## config.mk

```make
export PLATFORM = sky130hd
export DESIGN_NAME = muldiv_unit
export DESIGN_NICKNAME = d
export VERILOG_FILES = /design/src/rtl/muldiv_unit.sv
export SDC_FILE = /design/constraint.sdc
export NUM_CORES = 1
export LEC_CHECK = 0
export ABC_AREA = 0
export BUFFER_PORTS_ARGS = -buffer_cell sky130_fd_sc_hd__buf_2
export CAP_MARGIN = 15
export CORE_MARGIN = 2
export CORE_UTILIZATION = 52
export DETAILED_ROUTE_END_ITERATION = 12
export GPL_TIMING_DRIVEN = 0
export PLACE_DENSITY = 0.8
export SYNTH_ARGS = -nofsm -noshare
export SYNTH_HDL_FRONTEND = slang
export SYNTH_SLANG_ARGS = --single-unit
```

## constraint.sdc

```tcl
create_clock -name clk -period 8.16 [get_ports clk]
set_input_delay 0 -clock clk [delete_from_list [all_inputs] [get_ports clk]]
set_output_delay 0 -clock clk [all_outputs]
set_load 0.005 [all_outputs]
```

## src/rtl/muldiv_unit.sv

```systemverilog
// muldiv_unit: iterative signed/unsigned multiply and restoring divide with flush cancel,
// EX stall request and HI/LO hold until the pipeline advances.
module muldiv_unit #(
    parameter int WIDTH    = 32,
    parameter bit MUL_ITER = 1'b1
) (
    input  logic             clk,
    input  logic             rst,
    input  logic             flush,
    input  logic             start,
    input  logic [1:0]       op,
    input  logic [WIDTH-1:0] src_a,
    input  logic [WIDTH-1:0] src_b,
    input  logic             advance,
    output logic             stallreq,
    output logic             busy,
    output logic             done,
    output logic             div_by_zero,
    output logic [WIDTH-1:0] hi,
    output logic [WIDTH-1:0] lo
);
    localparam int CW = $clog2(WIDTH + 1);
    localparam logic [1:0] IDLE = 2'd0, RUN = 2'd1, DONE = 2'd2;

    logic [1:0]         state_q, state_d;
    logic [CW-1:0]      cnt_q, cnt_d;
    logic               div_q, div_d, neg_q, neg_d, rneg_q, rneg_d, dbz_q, dbz_d;
    logic [WIDTH-1:0]   dvs_q, dvs_d, quo_q, quo_d, rem_q, rem_d, hi_q, hi_d, lo_q, lo_d;
    logic               accept, a_neg, b_neg, ge;
    logic [WIDTH-1:0]   mag_a, mag_b, mquo, dquo, drem, qres, rres;
    logic [WIDTH:0]     msum, shl, diff;
    logic [2*WIDTH-1:0] full, prod, sprod;

    assign accept = (state_q == IDLE) & start & ~flush;
    assign a_neg  = ~op[0] & src_a[WIDTH-1];
    assign b_neg  = ~op[0] & src_b[WIDTH-1];
    assign mag_a  = a_neg ? -src_a : src_a;
    assign mag_b  = b_neg ? -src_b : src_b;
    // Shift-add step: {rem, quo} is the running product, quo holds the unconsumed multiplier bits.
    assign msum   = {1'b0, rem_q} + (quo_q[0] ? {1'b0, dvs_q} : '0);
    assign mquo   = {msum[0], quo_q[WIDTH-1:1]};
    // Restoring step: the borrow out of diff decides the quotient bit.
    assign shl    = {rem_q, quo_q[WIDTH-1]};
    assign diff   = shl - {1'b0, dvs_q};
    assign ge     = ~diff[WIDTH];
    assign drem   = ge ? diff[WIDTH-1:0] : shl[WIDTH-1:0];
    assign dquo   = {quo_q[WIDTH-2:0], ge};
    assign full   = {{WIDTH{1'b0}}, quo_q} * {{WIDTH{1'b0}}, dvs_q};
    assign prod   = MUL_ITER ? {msum[WIDTH:1], mquo} : full;
    assign sprod  = neg_q ? -prod : prod;
    assign qres   = neg_q ? -dquo : dquo;
    assign rres   = rneg_q ? -drem : drem;

    always_comb begin
        state_d = state_q;
        cnt_d   = cnt_q;
        div_d   = div_q;
        neg_d   = neg_q;
        rneg_d  = rneg_q;
        dbz_d   = dbz_q;
        dvs_d   = dvs_q;
        quo_d   = quo_q;
        rem_d   = rem_q;
        hi_d    = hi_q;
        lo_d    = lo_q;
        if (state_q == IDLE) begin
            if (accept) begin
                div_d  = op[1];
                neg_d  = a_neg ^ b_neg;
                rneg_d = a_neg;
                quo_d  = mag_a;
                dvs_d  = mag_b;
                rem_d  = '0;
                cnt_d  = (!op[1] && !MUL_ITER) ? CW'(1) : CW'(WIDTH);
                if (op[1] && src_b == '0) begin
                    state_d = DONE;
                    hi_d    = src_a;
                    lo_d    = '1;
                    dbz_d   = 1'b1;
                end else begin
                    state_d = RUN;
                end
            end
        end else if (state_q == RUN) begin
            if (flush) begin
                state_d = IDLE;
            end else begin
                rem_d = div_q ? drem : msum[WIDTH:1];
                quo_d = div_q ? dquo : mquo;
                cnt_d = cnt_q - CW'(1);
                if (cnt_q == CW'(1)) begin
                    state_d = DONE;
                    dbz_d   = 1'b0;
                    hi_d    = div_q ? rres : sprod[2*WIDTH-1:WIDTH];
                    lo_d    = div_q ? qres : sprod[WIDTH-1:0];
                end
            end
        end else if (advance | flush) begin
            state_d = IDLE;
        end
    end

    always_ff @(posedge clk) begin
        if (rst) begin
            state_q <= IDLE;
            cnt_q   <= '0;
            div_q   <= 1'b0;
            neg_q   <= 1'b0;
            rneg_q  <= 1'b0;
            dbz_q   <= 1'b0;
            dvs_q   <= '0;
            quo_q   <= '0;
            rem_q   <= '0;
            hi_q    <= '0;
            lo_q    <= '0;
        end else begin
            state_q <= state_d;
            cnt_q   <= cnt_d;
            div_q   <= div_d;
            neg_q   <= neg_d;
            rneg_q  <= rneg_d;
            dbz_q   <= dbz_d;
            dvs_q   <= dvs_d;
            quo_q   <= quo_d;
            rem_q   <= rem_d;
            hi_q    <= hi_d;
            lo_q    <= lo_d;
        end
    end

    assign busy        = state_q == RUN;
    assign done        = state_q == DONE;
    assign stallreq    = accept | busy;
    assign div_by_zero = dbz_q;
    assign hi          = hi_q;
    assign lo          = lo_q;
endmodule

```

==> metrics.md <==
| Metric | Value |
|---|---|
| Shortest clock period the worst path allows after layout | 7915 ps |
| Largest vdd supply drop | 161.1 uV |
| Maximum fanout along the worst path | 10 |
| Highest clock rate | 0.1263 GHz |
| Netlist area before placement | 16690 um^2 |
| Count of flip-flops with a built-in enable after synthesis | 0 |
| Setup TNS | 0 ps |
| Net count after synthesis | 2541 |
| Count of endpoints failing setup in the final report | 0 |
| Endpoint with the worst hold slack | hi[25] |
| Depth of the most critical reg-to-reg path | 23 |
| Leakage component of the power | 7.312 nW |
| Total number of nets in the final design | 2758 |
| Clock transition at the register clock pins on the worst setup and hold paths after CTS | 80 ps |
| Initial standard-cell utilization of the core | 52.90% |
| Number of remaining DRC errors | 0 |
| Commonest non-fill, non-tap cells in the layout | sky130_fd_sc_hd__nor2_1 (310), sky130_fd_sc_hd__nand2_1 (256), sky130_fd_sc_hd__a21oi_1 (202) |
| Most used flip-flop cell after synthesis | sky130_fd_sc_hd__dfxtp_1 |
| Number of instances in the synthesized netlist | 2397 |
| Core region area | 31560 um^2 |
| CTS root buffer | sky130_fd_sc_hd__clkbuf_16 |
| Global-route wire length before repair | 117000 um |
| Number of buffers created by CTS | 17 |
| Number of DRC markers after the initial detailed-route iteration | 2748 |
| TritonCTS Sinks | 172 |
| Top-level I/O count | 139 |
| Total routing resource utilization after global routing | 46.19% |
| Register bit count reported by yosys | 172 |
| Worst hold path type | in -> reg |
| Setup repair after global routing missed its margin | false |
| Routed via count divided by cell count | 6.812 |
| Largest net degree at the start of global routing | 17 |
| Hold Path Stages | 4 |
| Endpoint of the lowest-slack register-to-register path | hi[30] |
| Number of antenna violations at the first check in global routing | 1 |
| Total via count after detailed routing | 20626 |
| Fraction of final layout cells sized beyond drive strength 1 | 8.073% |
| Cell taking the most area after synthesis | sky130_fd_sc_hd__dfxtp_1 |
| Clock Latency Late Sink | 480 ps |
| CTS H-Tree Depth | 4 |
| Required time worst endpoint | 8480 ps |
| Worst reg2reg startpoint | quo_q[31] |
| Diode insertion count for antenna repair | 0 |
| CTS tree | yes |
| Mean routed wirelength per cell | 26.08 um |
| Y dimension of the die | 183.2 um |
| Areal power density over the cells | 138.1 nW/um^2 |
| Commonest non-fill, non-tap cell in the layout | sky130_fd_sc_hd__nor2_1 |
| DIE WIDTH | 183.2 um |
| Number of routed nets with antenna violations | 0 |
| Cell variety after synth | 79 |
| Result of the run | finished, final reports clean |
| Final Hold Viols | 0 |
| Synth-to-Final Area Change | 14.13% |
| Number of port buffers | 137 |
| Number of warnings reported in the yosys synthesis log | 0 |
| Vias in the first global route | 19736 |
| Global placement routability congestion | 1.034 |
| Setup Crit Path Kind | reg -> reg |
| Post-route fraction of the period consumed by the critical path | 97.00% |
| Longest Clk Path Bufs | 2 |
| Synth area leaders | sky130_fd_sc_hd__dfxtp_1 (21%), sky130_fd_sc_hd__nor2_1 (7.0%), sky130_fd_sc_hd__a21oi_1 (6.1%) |
| Syn_area_per_cell | 6.964 um^2 |
| Die area | 33550 um^2 |
| Post-Route WL | 78960 um |
| Max Transition Viols Final | 0 |
| Hold Startpoint | src_a[25] |
| Fin util | 60.38% |
| Crit path DAT | 8240 ps |
| Normalized max-slew margin | 17.04% |
| Core Rows | 65 |
| Max-cap viol count | 0 |
| Worst setup EP type | flop |
| Grt total ovfl | 0 |
| Slew at the pin closest to its max-slew limit | 1244 ps |
| Proportion of register bits with asynchronous set or reset after synthesis | 0% |
| Register-to-register path setup slack | 250 ps |
| CP startpoint kind | flop |
| Area share of the largest cell type after synthesis | 20.63% |
| Initial DRT Pass Iterations | 8 |
| DP HPWL | 60200 um |
| Skew final | 14.93 ps |
| Part of the Yosys area used for sequential elements | 20.63% |
[timing repair]
action,CTS,global route
endpoints found under the hold margin,59,0
gates resized for setup,0,0
buffers inserted,0,0
hold buffers,60,0
[cell families (layout without fill, tap and decap cells)]
family	count (synthesis)	count (layout)	share of synthesized area (%)
adders and majority gates	73	73	5.561
AOI/OAI and AO/OA	747	747	29.04
and+or+nand+nor	895	895	24.97
buffers and inverters	256	485	5.876
muxes	64	64	3.957
xor gates and xnor gates	190	190	9.969
DFF	172	172	20.63
[sequential cells by signal, indices dropped and copies added, names as in the netlist]
name,flops
cnt_q,6
div_by_zero,1
div_q,1
dvs_q,32
hi,32
lo,32
neg_q,1
quo_q,32
rem_q,32
rneg_q,1
state_q,2
[power breakdown]
part | internal, mW | switching (mW) | leakage, nW
logic | 0.289 | 0.619 | 5.65
registers | 0.869 | 0.0189 | 1.40
clock network | 0.445 | 0.390 | 0.262
[area by class of cell]
cell class | instances | area (um^2)
clock buffers | 23 | 478.0
flip-flops and latches | 172 | 3443
clock inverters | 8 | 86.33
multi-input cells | 1969 | 12270
repair buffers | 198 | 1291
inverters | 71 | 266.5
fillers | 2960 | 12500
plain buffers | 185 | 714.4
well taps | 402 | 503.0
[metal layers]
metal  vias up  GRT usage [%]  wire [um]
met3       430          10.01       8275
met2      1502          72.77      34280
met1      9577          53.34      28630
met5         -              0          0
met4         0          39.68       7774
li1       9117              -          -
[stage by stage]
step                      setup WS (ps)  total power, mW  cells  area, um^2  hold slack, ps
after floorplan                    2590            1.458   2397       16690           136.0
after global placement            613.4            1.734   2936       17880           297.8
after detailed placement          601.3            1.743   2937       17890           316.4
after CTS                         547.1            2.572   3028       19050          0.3711
after global routing              45.82            2.703   3028       19050           22.84
final                             245.1            2.631   3028       19050           2.261
[worst max-delay path, stage by stage (launching register included)]
cell,delay (ps)
sky130_fd_sc_hd__dfxtp_1,520
sky130_fd_sc_hd__inv_1,210
sky130_fd_sc_hd__ha_1,280
sky130_fd_sc_hd__fa_1,410
sky130_fd_sc_hd__nand2b_1,200
sky130_fd_sc_hd__a211oi_1,380
sky130_fd_sc_hd__o21ai_0,300
sky130_fd_sc_hd__a211oi_1,510
sky130_fd_sc_hd__o21a_1,230
sky130_fd_sc_hd__nor2_1,130
sky130_fd_sc_hd__inv_1,160
sky130_fd_sc_hd__clkbuf_1,490
sky130_fd_sc_hd__clkbuf_1,510
sky130_fd_sc_hd__clkbuf_1,640
sky130_fd_sc_hd__nor2_1,80
sky130_fd_sc_hd__a21oi_1,310
sky130_fd_sc_hd__ha_1,290
sky130_fd_sc_hd__inv_1,110
sky130_fd_sc_hd__nor4_1,280
sky130_fd_sc_hd__a31oi_1,210
sky130_fd_sc_hd__or3_1,550
sky130_fd_sc_hd__or4b_2,690
sky130_fd_sc_hd__o2111ai_1,140
sky130_fd_sc_hd__o31ai_1,120
[worst max path at each step]
| stage | slack, ps | endpoint | start | depth (start not counted) |
|---|---|---|---|---|
| floorplan | 2590 | hi[30] | quo_q[31] | 23 |
| global placement | 610 | hi[30] | quo_q[31] | 23 |
| detailed placement | 600 | hi[30] | quo_q[31] | 23 |
| CTS | 550 | hi[30] | quo_q[31] | 23 |
| global route | 50 | hi[30] | quo_q[31] | 23 |
| finish | 250 | hi[30] | quo_q[31] | 23 |
[synth_stat cells, drive strengths merged (12+ instances only)]
cell type,count
a211oi,86
a21o,24
a21oi,202
a22oi,13
a311oi,17
a31oi,17
and3,17
buf,16
clkbuf,169
dfxtp,172
ha,71
inv,69
mux2i,57
nand2,256
nand2b,23
nand3,36
nand4,22
nor2,310
nor2b,12
nor3,94
nor4,20
o211ai,56
o21a,20
o21ai,160
o31ai,48
o41ai,15
or2,13
or3,34
or4,16
xnor2,107
xor2,83
Power figures use the tool's default switching activity.
